## src/rtl/y86_fetch_ctrl_if.sv

```systemverilog
// Fetch-stage bundle: instruction-memory handshake, decoder feedback and
// the M/W redirect sources seen by the fetch controller.
interface y86_fetch_ctrl_if;
    logic        imem_req_o;
    logic [31:0] imem_addr_o;
    logic        imem_ack_i;
    logic [47:0] imem_data_i;
    logic [47:0] inst_o;
    logic [31:0] f_pc_o;
    logic        f_valid_o;
    logic [3:0]  f_icode_i;
    logic [31:0] f_valC_i;
    logic [31:0] f_valP_i;
    logic        d_stall_i;
    logic        m_mispredict_i;
    logic [31:0] m_valA_i;
    logic        w_ret_i;
    logic [31:0] w_valM_i;
    logic [1:0]  stat_o;

    modport master (
        output imem_req_o, imem_addr_o, inst_o, f_pc_o, f_valid_o, stat_o,
        input  imem_ack_i, imem_data_i, f_icode_i, f_valC_i, f_valP_i,
        input  d_stall_i, m_mispredict_i, m_valA_i, w_ret_i, w_valM_i
    );

    modport slave (
        input  imem_req_o, imem_addr_o, inst_o, f_pc_o, f_valid_o, stat_o,
        output imem_ack_i, imem_data_i, f_icode_i, f_valC_i, f_valP_i,
        output d_stall_i, m_mispredict_i, m_valA_i, w_ret_i, w_valM_i
    );
endinterface

```

## src/rtl/y86_fetch_ctrl.sv

```systemverilog
// Y86 fetch sequencer: owns the PC, drives a multi-cycle imem and presents
// the fetched 48-bit window to the decoder, honouring stalls and redirects.
module y86_fetch_ctrl #(
    parameter logic [31:0] RESET_PC = 32'h0000_0000,
    parameter int          TIMEOUT  = 16
) (
    input logic             clk,
    input logic             rst,
    y86_fetch_ctrl_if.master bus
);
    localparam int TW = $clog2(TIMEOUT + 1);

    localparam logic [1:0] ST_AOK = 2'd0;
    localparam logic [1:0] ST_HLT = 2'd1;
    localparam logic [1:0] ST_ADR = 2'd2;

    localparam logic [3:0] I_HALT = 4'h0;
    localparam logic [3:0] I_JXX  = 4'h7;
    localparam logic [3:0] I_CALL = 4'h8;
    localparam logic [3:0] I_RET  = 4'h9;

    typedef enum logic [2:0] {FETCH, WAIT, VALID, RETWAIT, HALTED} state_t;

    state_t          state, state_nxt;
    logic [31:0]     pc, pc_nxt;
    logic            req, req_nxt;
    logic [31:0]     addr, addr_nxt;
    logic [47:0]     inst, inst_nxt;
    logic [31:0]     fpc, fpc_nxt;
    logic            fvalid, fvalid_nxt;
    logic [1:0]      stat, stat_nxt;
    logic            discard, discard_nxt;
    logic [TW-1:0]   timer, timer_nxt;

    logic            redirect;
    logic [31:0]     redirect_pc;

    // A retiring ret outranks a mispredict: it is the older instruction.
    assign redirect    = bus.w_ret_i | bus.m_mispredict_i;
    assign redirect_pc = bus.w_ret_i ? bus.w_valM_i : bus.m_valA_i;

    assign bus.imem_req_o  = req;
    assign bus.imem_addr_o = addr;
    assign bus.inst_o      = inst;
    assign bus.f_pc_o      = fpc;
    assign bus.f_valid_o   = fvalid;
    assign bus.stat_o      = stat;

    always_ff @(posedge clk) begin
        if (rst) begin
            state   <= FETCH;
            pc      <= RESET_PC;
            req     <= 1'b0;
            addr    <= RESET_PC;
            inst    <= 48'h0;
            fpc     <= RESET_PC;
            fvalid  <= 1'b0;
            stat    <= ST_AOK;
            discard <= 1'b0;
            timer   <= '0;
        end else begin
            state   <= state_nxt;
            pc      <= pc_nxt;
            req     <= req_nxt;
            addr    <= addr_nxt;
            inst    <= inst_nxt;
            fpc     <= fpc_nxt;
            fvalid  <= fvalid_nxt;
            stat    <= stat_nxt;
            discard <= discard_nxt;
            timer   <= timer_nxt;
        end
    end

    always_comb begin
        state_nxt   = state;
        pc_nxt      = pc;
        req_nxt     = req;
        addr_nxt    = addr;
        inst_nxt    = inst;
        fpc_nxt     = fpc;
        fvalid_nxt  = fvalid;
        stat_nxt    = stat;
        discard_nxt = discard;
        timer_nxt   = timer;

        if (redirect) begin
            pc_nxt     = redirect_pc;
            fvalid_nxt = 1'b0;
            stat_nxt   = ST_AOK;
        end

        unique case (state)
            FETCH: begin
                if (!redirect) begin
                    req_nxt   = 1'b1;
                    addr_nxt  = pc;
                    timer_nxt = '0;
                    state_nxt = WAIT;
                end
            end
            WAIT: begin
                if (bus.imem_ack_i) begin
                    req_nxt     = 1'b0;
                    timer_nxt   = '0;
                    discard_nxt = 1'b0;
                    if (redirect || discard) begin
                        state_nxt = FETCH;
                    end else begin
                        inst_nxt   = bus.imem_data_i;
                        fpc_nxt    = pc;
                        fvalid_nxt = 1'b1;
                        state_nxt  = VALID;
                    end
                end else if (redirect) begin
                    // Request address must stay stable until ack; drop its data later.
                    discard_nxt = 1'b1;
                    timer_nxt   = timer + TW'(1);
                end else if (timer >= TW'(TIMEOUT - 1)) begin
                    stat_nxt    = ST_ADR;
                    req_nxt     = 1'b0;
                    discard_nxt = 1'b0;
                    timer_nxt   = '0;
                    state_nxt   = HALTED;
                end else begin
                    timer_nxt = timer + TW'(1);
                end
            end
            VALID: begin
                if (redirect) begin
                    state_nxt = FETCH;
                end else if (!bus.d_stall_i) begin
                    fvalid_nxt = 1'b0;
                    unique case (bus.f_icode_i)
                        I_HALT: begin
                            stat_nxt  = ST_HLT;
                            state_nxt = HALTED;
                        end
                        I_RET:          state_nxt = RETWAIT;
                        I_JXX, I_CALL: begin
                            pc_nxt    = bus.f_valC_i;
                            state_nxt = FETCH;
                        end
                        default: begin
                            pc_nxt    = bus.f_valP_i;
                            state_nxt = FETCH;
                        end
                    endcase
                end
            end
            RETWAIT, HALTED: begin
                if (redirect) state_nxt = FETCH;
            end
            default: state_nxt = FETCH;
        endcase
    end
endmodule

```

## src/flat_wrapper.sv

```systemverilog
// flat-port wrapper written by rule: the top's interface ports become plain ports
module y86_fetch_ctrl_flat 
#(
    parameter logic [31:0] RESET_PC = 32'h0000_0000,
    parameter int          TIMEOUT  = 16
)
  (clk, rst, bus_imem_req_o, bus_imem_addr_o, bus_inst_o, bus_f_pc_o, bus_f_valid_o, bus_stat_o, bus_imem_ack_i, bus_imem_data_i, bus_f_icode_i, bus_f_valC_i, bus_f_valP_i, bus_d_stall_i, bus_m_mispredict_i, bus_m_valA_i, bus_w_ret_i, bus_w_valM_i);
  y86_fetch_ctrl_if bus_i ();
  input logic clk;
  input logic rst;
  output wire logic [$bits(bus_i.imem_req_o)-1:0] bus_imem_req_o;
  output wire logic [$bits(bus_i.imem_addr_o)-1:0] bus_imem_addr_o;
  output wire logic [$bits(bus_i.inst_o)-1:0] bus_inst_o;
  output wire logic [$bits(bus_i.f_pc_o)-1:0] bus_f_pc_o;
  output wire logic [$bits(bus_i.f_valid_o)-1:0] bus_f_valid_o;
  output wire logic [$bits(bus_i.stat_o)-1:0] bus_stat_o;
  input wire logic [$bits(bus_i.imem_ack_i)-1:0] bus_imem_ack_i;
  input wire logic [$bits(bus_i.imem_data_i)-1:0] bus_imem_data_i;
  input wire logic [$bits(bus_i.f_icode_i)-1:0] bus_f_icode_i;
  input wire logic [$bits(bus_i.f_valC_i)-1:0] bus_f_valC_i;
  input wire logic [$bits(bus_i.f_valP_i)-1:0] bus_f_valP_i;
  input wire logic [$bits(bus_i.d_stall_i)-1:0] bus_d_stall_i;
  input wire logic [$bits(bus_i.m_mispredict_i)-1:0] bus_m_mispredict_i;
  input wire logic [$bits(bus_i.m_valA_i)-1:0] bus_m_valA_i;
  input wire logic [$bits(bus_i.w_ret_i)-1:0] bus_w_ret_i;
  input wire logic [$bits(bus_i.w_valM_i)-1:0] bus_w_valM_i;
  assign bus_imem_req_o = bus_i.imem_req_o;
  assign bus_imem_addr_o = bus_i.imem_addr_o;
  assign bus_inst_o = bus_i.inst_o;
  assign bus_f_pc_o = bus_i.f_pc_o;
  assign bus_f_valid_o = bus_i.f_valid_o;
  assign bus_stat_o = bus_i.stat_o;
  assign bus_i.imem_ack_i = bus_imem_ack_i;
  assign bus_i.imem_data_i = bus_imem_data_i;
  assign bus_i.f_icode_i = bus_f_icode_i;
  assign bus_i.f_valC_i = bus_f_valC_i;
  assign bus_i.f_valP_i = bus_f_valP_i;
  assign bus_i.d_stall_i = bus_d_stall_i;
  assign bus_i.m_mispredict_i = bus_m_mispredict_i;
  assign bus_i.m_valA_i = bus_m_valA_i;
  assign bus_i.w_ret_i = bus_w_ret_i;
  assign bus_i.w_valM_i = bus_w_valM_i;
  y86_fetch_ctrl #(.RESET_PC(RESET_PC), .TIMEOUT(TIMEOUT)) u_core (.clk(clk), .rst(rst), .bus(bus_i));
endmodule
```

## config.mk

```make
export PLATFORM = sky130hd
export DESIGN_NAME = y86_fetch_ctrl_flat
export DESIGN_NICKNAME = d
export VERILOG_FILES = /design/src/rtl/y86_fetch_ctrl_if.sv /design/src/rtl/y86_fetch_ctrl.sv /design/src/flat_wrapper.sv
export SDC_FILE = /design/constraint.sdc
export NUM_CORES = 1
export LEC_CHECK = 0
export CORE_MARGIN = 2
export CORE_UTILIZATION = 43
export CTS_BUF_LIST = sky130_fd_sc_hd__clkbuf_8
export DETAILED_ROUTE_END_ITERATION = 10
export PLACE_DENSITY_LB_ADDON = 0.12
export SYNTH_ARGS = -nofsm -noshare
export SYNTH_HDL_FRONTEND = slang
export SYNTH_SLANG_ARGS = --single-unit
```

## constraint.sdc

```tcl
create_clock -name clk -period 2.7 [get_ports clk]
set_input_delay 0.405 -clock clk [delete_from_list [all_inputs] [get_ports clk]]
set_output_delay 0.405 -clock clk [all_outputs]
set_load 0.01 [all_outputs]
```

Word level (Yosys, flattened, before mapping) --
Cells that the tools add are included.
Storage, ports and cells: register bits 157, bits in latches 0, RAM bits 0, memory bits (read-only) 0, bits of input ports 186, output and inout port bits 116, logic and storage cells 83, memories 0
Cells by class: add/sub/neg operators 1, $mul 0, div/mod/pow operators 0, $lt $le $gt $ge 1, eq/ne operators 12, shift-type cells 0, mux-type cells 42, bitwise operators 3, reduce and logical (&&, ||, !) cells 14
Operator list (number):
- $mux 32 | 5
- $pmux 32 s2 | 1
- $mux 3 | 7
- $mux 5 | 4
- $mux 2 | 8
- $pmux 3 s4 | 1
- $mux 1 | 11
- $pmux 5 s2 | 1
- $eq 4x4->1 const B | 2
- $eq 3x2->1 const B | 2
- $ne 3x2->1 const B | 2
- $pmux 3 s2 | 1
- $reduce_and 2->1 | 3
- $reduce_or 2->1 | 3
- $add 5x1->5 const B | 1
- $ge 5x4->1 const B | 1
- $reduce_and 5->1 | 1
- $eq 4x3->1 const B | 1
- $logic_not 4->1 | 1
- $pmux 1 s2 | 2
- $pmux 2 s2 | 1
- $reduce_and 4->1 | 1
- $eq 3x1->1 const B | 1
- $eq 3x3->1 const B | 1
- 10 further kinds | 11

Logic depth before layout (Yosys ltp) --
Gate-level depths: netlist of run 1.
depth after elaboration 6, depth in mapped cells 8, depth with buffers taken out 7

Worst setup path before layout of run 1 --
OpenSTA, ideal clock, no wires.
path kind register -> register, from register u_core.timer[0], to register u_core.state[2], arrival time 1.785 ns, setup slack 0.794 ns, stages on the path, launching flop included 8, path buffers 0, clock period less this slack 1.906 ns, path through dfxtp_1 -> ha_1 -> and3_1 -> ha_1 -> a211o_1 -> a21oi_4 -> nor3_2 -> mux2_4
Between the ends: word-level cells in the longest chain between the ends 3
Ends and longest elaborated chain:
- start: declaration | line y86_fetch_ctrl.sv:33 | logic [TW-1:0] timer, timer_nxt;
- start signal: assignment | line y86_fetch_ctrl.sv:71 | timer <= timer_nxt;
- $ge 5x4->1 | line y86_fetch_ctrl.sv:119 | end else if (timer >= TW'(TIMEOUT - 1)) begin
- $ne 3x2->1 (no source line)
- $reduce_and 5->1 (no source line)
- end signal: assignment | line y86_fetch_ctrl.sv:62 | state <= state_nxt;
- end: declaration | line y86_fetch_ctrl.sv:24 | state_t state, state_nxt;
No other way between the ends. A chain may end at the register's enable or synchronous reset.

Final worst setup path of run 1 --
Same ends and word-level chain as after synthesis.

==> results of run 1 <==
power by group through the flow:
stage                     registers, µW  clock network [µW]  logic [µW]
final                              2430                1880         716
after global routing               2430                2010         781
after CTS                          2420                1920         718
after detailed placement           2480                   0         716
after global placement             2480                   0         709
after floorplan                    2470                   0         316
logic make-up after synthesis:
| kind of cell | Yosys count |
|---|---|
| AO/OA/AOI/OAI | 227 |
| XOR/XNOR | 1 |
| adder cells (fa/ha/maj) | 2 |
| buffers and inverters | 72 |
| flip-flops | 157 |
| multiplexers | 36 |
| AND/OR/NAND/NOR | 342 |
sequential cells by signal, summed over array words and instances, names as in the netlist:
register and count:
u_core.bus.inst_o 48, u_core.bus.f_pc_o 32, u_core.bus.imem_addr_o 32, u_core.pc 32, u_core.timer 5, u_core.state 3, u_core.bus.stat_o 2, u_core.bus.f_valid_o 1
u_core.bus.imem_req_o 1, u_core.discard 1
critical path, cell delays in order, from the launching register on:
cell and delay, ns:
dfxtp_1 0.34, ha_1 0.22, and3_1 0.19, ha_1 0.18
a211o_1 0.32, a21oi_4 0.29, nor3_2 0.10, mux2_4 0.30
per-layer routing:
layer	vias to the layer above	GRT usage (%)	wire length [µm]
li1	3365	-	-
met1	3047	29.38	8492
met2	225	42.88	10170
met3	31	7.805	1483
met4	2	8.339	389
met5	-	0	11
placed cells by master (no fill, tap or decap), types with 5 or more instances in the layout:
master and instances:
clkdlybuf4s50_1 298, nand2_1 230, a21oi_1 180, dfxtp_1 157, nor2_1 47, mux2i_1 35
and3_1 33, o22ai_1 32, clkbuf_8 20, buf_4 15, nor3_1 5
area by class of cell:
type	instances	area [µm²]
clock buffer	20	275.3
clock inverter	9	145.1
fill	1358	4995
inverter	2	7.507
multi-input combinational	608	3123
sequential	157	3143
tap	188	235.2
timing repair buffer	318	3166
final timing paths:
path / from / depth (start not counted) / to / slack, ns
setup / recovery: u_core.timer[0]$_SDFFE_PP0P_ / 7 / u_core.state[2]$_SDFFE_PP0P_ / 0.65
hold reg to reg: u_core.bus.inst_o[22]$_SDFFE_PP0P_ / 2 / u_core.bus.inst_o[22]$_SDFFE_PP0P_ / 0.45
hold / removal: rst / 2 / u_core.bus.imem_addr_o[23]$_SDFFE_PP0P_ / 0.34
setup reg to reg: u_core.timer[0]$_SDFFE_PP0P_ / 7 / u_core.state[2]$_SDFFE_PP0P_ / 0.65
stage by stage:
step	utilization, %	instances
6_report	66.90	1302
5_1_grt	66.90	1302
4_1_cts	66.90	1302
3_5_place_dp	64.11	1273
3_3_place_gp	64.11	1273
2_1_floorplan	-	837
==> impl_metrics.csv, run 1 <==
group,metric,value,unit
flow_run,cap_violations,0,
yosys,yosys-top-cells-area,"dfxtp_1 48%, a21oi_1 14%, nand2_1 13%",
worst_setup_path,critPathKind,"register to register",
power_and_ir_drop,p_switching,1174,µW
yosys,synthMuxAreaShare,5.549,%
routing,viasPerCell,5.123,
run_status,status,"complete, no violations",
yosys,syn-cell-area,6584,µm²
yosys,netlist_top_cells_count,"230 x nand2_1, 180 x a21oi_1, 157 x dfxtp_1",
die,row_count,45,
yosys,async_flop_share,0,%
worst_setup_path,cp.arrival,2.40,ns
final_layout,stdcell_area,10090,µm²
yosys,syn_inst,837,
final_layout,drive_above_1_share,5.206,%
yosys,synth_edf_count,0,
timing,rsz0062_at_grt,"false",
cts,postCtsSetupRepairBufs,0,
routing,drt_iter0_drc,340,
yosys,syn_area_per_cell,7.866,µm²
yosys,synth_top_family_by_area,"simple AND/OR/NAND/NOR gates",
power_and_ir_drop,p_seq_share,48.3,%
power_and_ir_drop,pwr-share-clk,37.5,%
min_path,hold_class,"primary input to register",
die,die_x,127.7,µm
power_and_ir_drop,power_density,497.8,nW/µm²
placed_design,dp_worst_setup_slack,0.2306,ns
global_route,track_usage,24.86,%
timing,max_freq,0.4871,GHz
cts,cts_sinks,157,
worst_setup_path,required,3.04,ns
final_layout,nNetsFinal,1292,
die,core_area,15090,µm²
die,dieHeight,127.7,µm
timing,fin_hold_ws,0.3373,ns
yosys,synth.top_cell.area_share,47.74,%
power_and_ir_drop,swShare,23.36,%
cts,cts_hold_buf,0,
timing,fin_worst_skew,0.01212,ns
yosys,syn_nets,1025,
global_route,grt_pass1_vias,6255,
yosys,synth_top_area_cell,"dfxtp_1",
yosys,ys_warn_count,0,
final_layout,diodes,0,
yosys,ys_types,44,
yosys,ys_seq_area_share,47.74,%
yosys,yosys.area_share.simple,22.73,%
global_route,overflow,0,
timing,worstMarginPinSlew,1.086,ns
routing,wl_per_cell,15.78,µm
placed_design,io_buffers,301,
cts,htreeDepth,4,
routing,firstDrtPassIters,4,
worst_setup_path,crit_path_end_kind,"register",
placed_design,gp_congestion,0.8101,
cts,cts_tree,"yes",
cts,cts-buffers-inserted,17,
cts,ctsResizeCount,0,
power_and_ir_drop,peakVddDrop,313.6,µV
timing,setup_tns,0,ns
global_route,antenna_found_initial,1,
worst_setup_path,crit_path_start_kind,"register",
timing,final.period_utilization,76.03,%
yosys,synth_fa_ha_area_share,0.3801,%
timing,setup-violations-final,0,
placed_design,place_area,9674,µm²
worst_setup_path,path_max_fanout,9,
yosys,synth_flop_cell,"dfxtp_1",
cts,insertion_delay,0.46,ns
routing,vias,6670,
yosys,yosysMostFrequentCell,"nand2_1",
global_route,grt_max_degree,72,
cts,clk_pin_slew_worst_paths,0.09,ns
yosys,synth_compound_area_share,18.42,%
routing,ant_nets,0,
power_and_ir_drop,p_int,3851,µW
timing,fin_ws,0.6471,ns
routing,drc,0,
placed_design,hpwl,14520,µm
global_route,grt_pass1_wl,31970,µm
cts,clock_path_buffers,2,
timing,slew_headroom,27.27,%
yosys,synth_seq_cells,157,
routing,wl,20550,µm
yosys,synth-xor-area-share,0.1330,%
timing,finalMaxSlewViolations,0,
cts,clockRootBuffer,"clkbuf_8",
die,die-area,16320,µm²
power_and_ir_drop,comb_power_share,14.2,%
timing,fin_crit,2.053,ns
die,initial_core_util,43.63,%
timing,hold_violations,0,
power_and_ir_drop,p_leak,0.003643,µW
final_layout,syn_to_final_growth,53.33,%
die,io_pins,302,
power_and_ir_drop,finalPower,5025,µW
Power figures use the tool's default switching activity.
==> inputs of run 2 (changes only) <==
==> constraint.sdc (replaced) <==
create_clock -name clk -period 2.2 [get_ports clk]
set_input_delay 0.33 -clock clk [delete_from_list [all_inputs] [get_ports clk]]
set_output_delay 0.33 -clock clk [all_outputs]
set_load 0.01 [all_outputs]
==> impl_metrics.csv, run 2 (same netlist as run 1, synthesis figures left out) <==
group,metric,value,unit
cts,cts-buffers-inserted,17,
final_layout,nFillCells,1340,
final_layout,largest_reg_flops,48,
worst_setup_path,crit_path_start_kind,"primary input",
worst_setup_path,critPathKind,"primary input to register",
die,initial_core_util,43.63,%
cts,postCtsSetupRepairBufs,0,
worst_setup_path,rrSetupSlack,0.32,ns
routing,firstDrtPassIters,5,
global_route,grt_pass1_vias,6109,
routing,ant_nets,0,
final_layout,final_common_cell,"clkdlybuf4s50_1",
timing,max_freq,0.5260,GHz
worst_setup_path,worstPathBufferInverterCount,1,
placed_design,dp_worst_setup_slack,-0.1325,ns
cts,clk_pin_slew_worst_paths,0.08,ns
worst_setup_path,path_max_fanout,32,
die,io_pins,302,
cts,cts_sinks,157,
final_layout,nNetsFinal,1298,
worst_setup_path,path_cells,"clkdlybuf4s50_1, nand4b_1, nor2b_2, and3_1, a21oi_1, o22ai_1",
placed_design,io_buffers,301,
timing,slew_headroom,26.46,%
timing,fin_crit,1.901,ns
die,dieHeight,127.7,µm
routing,wl_per_cell,15.55,µm
timing,fin_ws,0.2990,ns
timing,setup-violations-final,0,
final_layout,final_cell_mix,"298 x clkdlybuf4s50_1, 230 x nand2_1, 180 x a21oi_1",
global_route,antenna_found_initial,0,
min_path,hold_class,"primary input to register",
timing,fin_worst_skew,0.008303,ns
routing,vias,6661,
timing,hold_violations,0,
die,row_count,45,
timing,rsz0062_at_grt,"false",
worst_setup_path,cp.arrival,2.28,ns
timing,worstMarginPinSlew,1.098,ns
global_route,track_usage,24.53,%
placed_design,hpwl,14660,µm
timing,setup_tns,0,ns
routing,drc,0,
run_status,status,"complete, no violations",
global_route,overflow,0,
timing,final.period_utilization,86.41,%
die,die-area,16320,µm²
worst_setup_path,worst_path_largest_cell_delay,0.88,ns
final_layout,syn_to_final_growth,54.45,%
power_and_ir_drop,p_leak,0.003677,µW
worst_setup_path,crit_path_end_kind,"register",
cts,cts_hold_buf,0,
worst_setup_path,required,2.58,ns
die,core_area,15090,µm²
cts,cts_tree,"yes",
final_layout,drive_above_1_share,5.877,%
routing,wl,20380,µm
power_and_ir_drop,power_density,600.3,nW/µm²
global_route,grt_pass1_wl,31690,µm
cts,clockRootBuffer,"clkbuf_8",
die,die_x,127.7,µm
flow_run,cap_violations,0,
cts,clock_path_buffers,2,
final_layout,utilization,67.39,%
routing,drt_iter0_drc,352,
worst_setup_path,critPathSlowestCell,"nor2b_2",
global_route,grt_max_degree,48,
cts,insertion_delay,0.46,ns
placed_design,gp_congestion,0.8381,
cts,ctsResizeCount,0,
final_layout,diodes,0,
power_and_ir_drop,peakVddDrop,416.2,µV
timing,finalMaxSlewViolations,0,
routing,viasPerCell,5.081,
worst_setup_path,critPathTopFamily,"simple AND/OR/NAND/NOR gates",
cts,htreeDepth,4,
run 2: changes by cell type in the layout (fill, tap and decap cells not counted), sizes merged:
cell      before  now
buf           20   26
bufinv         4    3
clkbuf        20   19
clkinv         2    3
clkinvlp       1    4
inv            4    5
run 2: layout make-up:
cell class	count	area, µm²	share of cell area, %
clock buffers	19	261.5	2.572
clock inverters	13	150.1	1.477
inverters	2	7.507	0.07383
multi-input cells	608	3123	30.71
flip-flops and latches	157	3143	30.91
well taps	188	235.2	2.313
repair buffers	324	3248	31.94
run 2: metal layers:
layer | vias to the layer above | global-route usage (%) | wire length, µm | share of wire [%]
li1 | 3382 | - | - | -
met4 | 0 | 8.920 | 426 | 2.1
met1 | 2997 | 29.10 | 8246 | 40
met5 | - | 0 | 0 | 0
met2 | 253 | 42.03 | 9971 | 49
met3 | 29 | 7.429 | 1735 | 8.5
run 2: path summary, 6_finish.rpt:
kind	startpoint	to	depth (start not counted)
max	bus_f_icode_i[3]	u_core.pc[3]$_SDFF_PP0_	6
min	rst	u_core.timer[1]$_SDFFE_PP0P_	2
max reg2reg	u_core.timer[0]$_SDFFE_PP0P_	u_core.state[2]$_SDFFE_PP0P_	7
min reg2reg	u_core.bus.inst_o[22]$_SDFFE_PP0P_	u_core.bus.inst_o[22]$_SDFFE_PP0P_	2
run 2: report_power, final:
part	internal [µW]	total, µW	leakage (µW)	switching, µW
clock network	1170	2230	0.000208	1070
logic	528	895	0.00220	367
registers	2920	2980	0.00127	59.7
total	4610	6100	0.00368	1490
run 2: stage by stage:
stage               cell area [µm²]  cells  hold WS (ns)  total power, µW
floorplan                      6584    837        0.4444             3424
CTS                           10170   1311        0.2174             6154
global placement               9757   1279        0.4407             3929
detailed placement             9757   1279        0.4453             3938
finish                        10170   1311        0.2303             6104
global route                  10170   1311        0.2380             6357
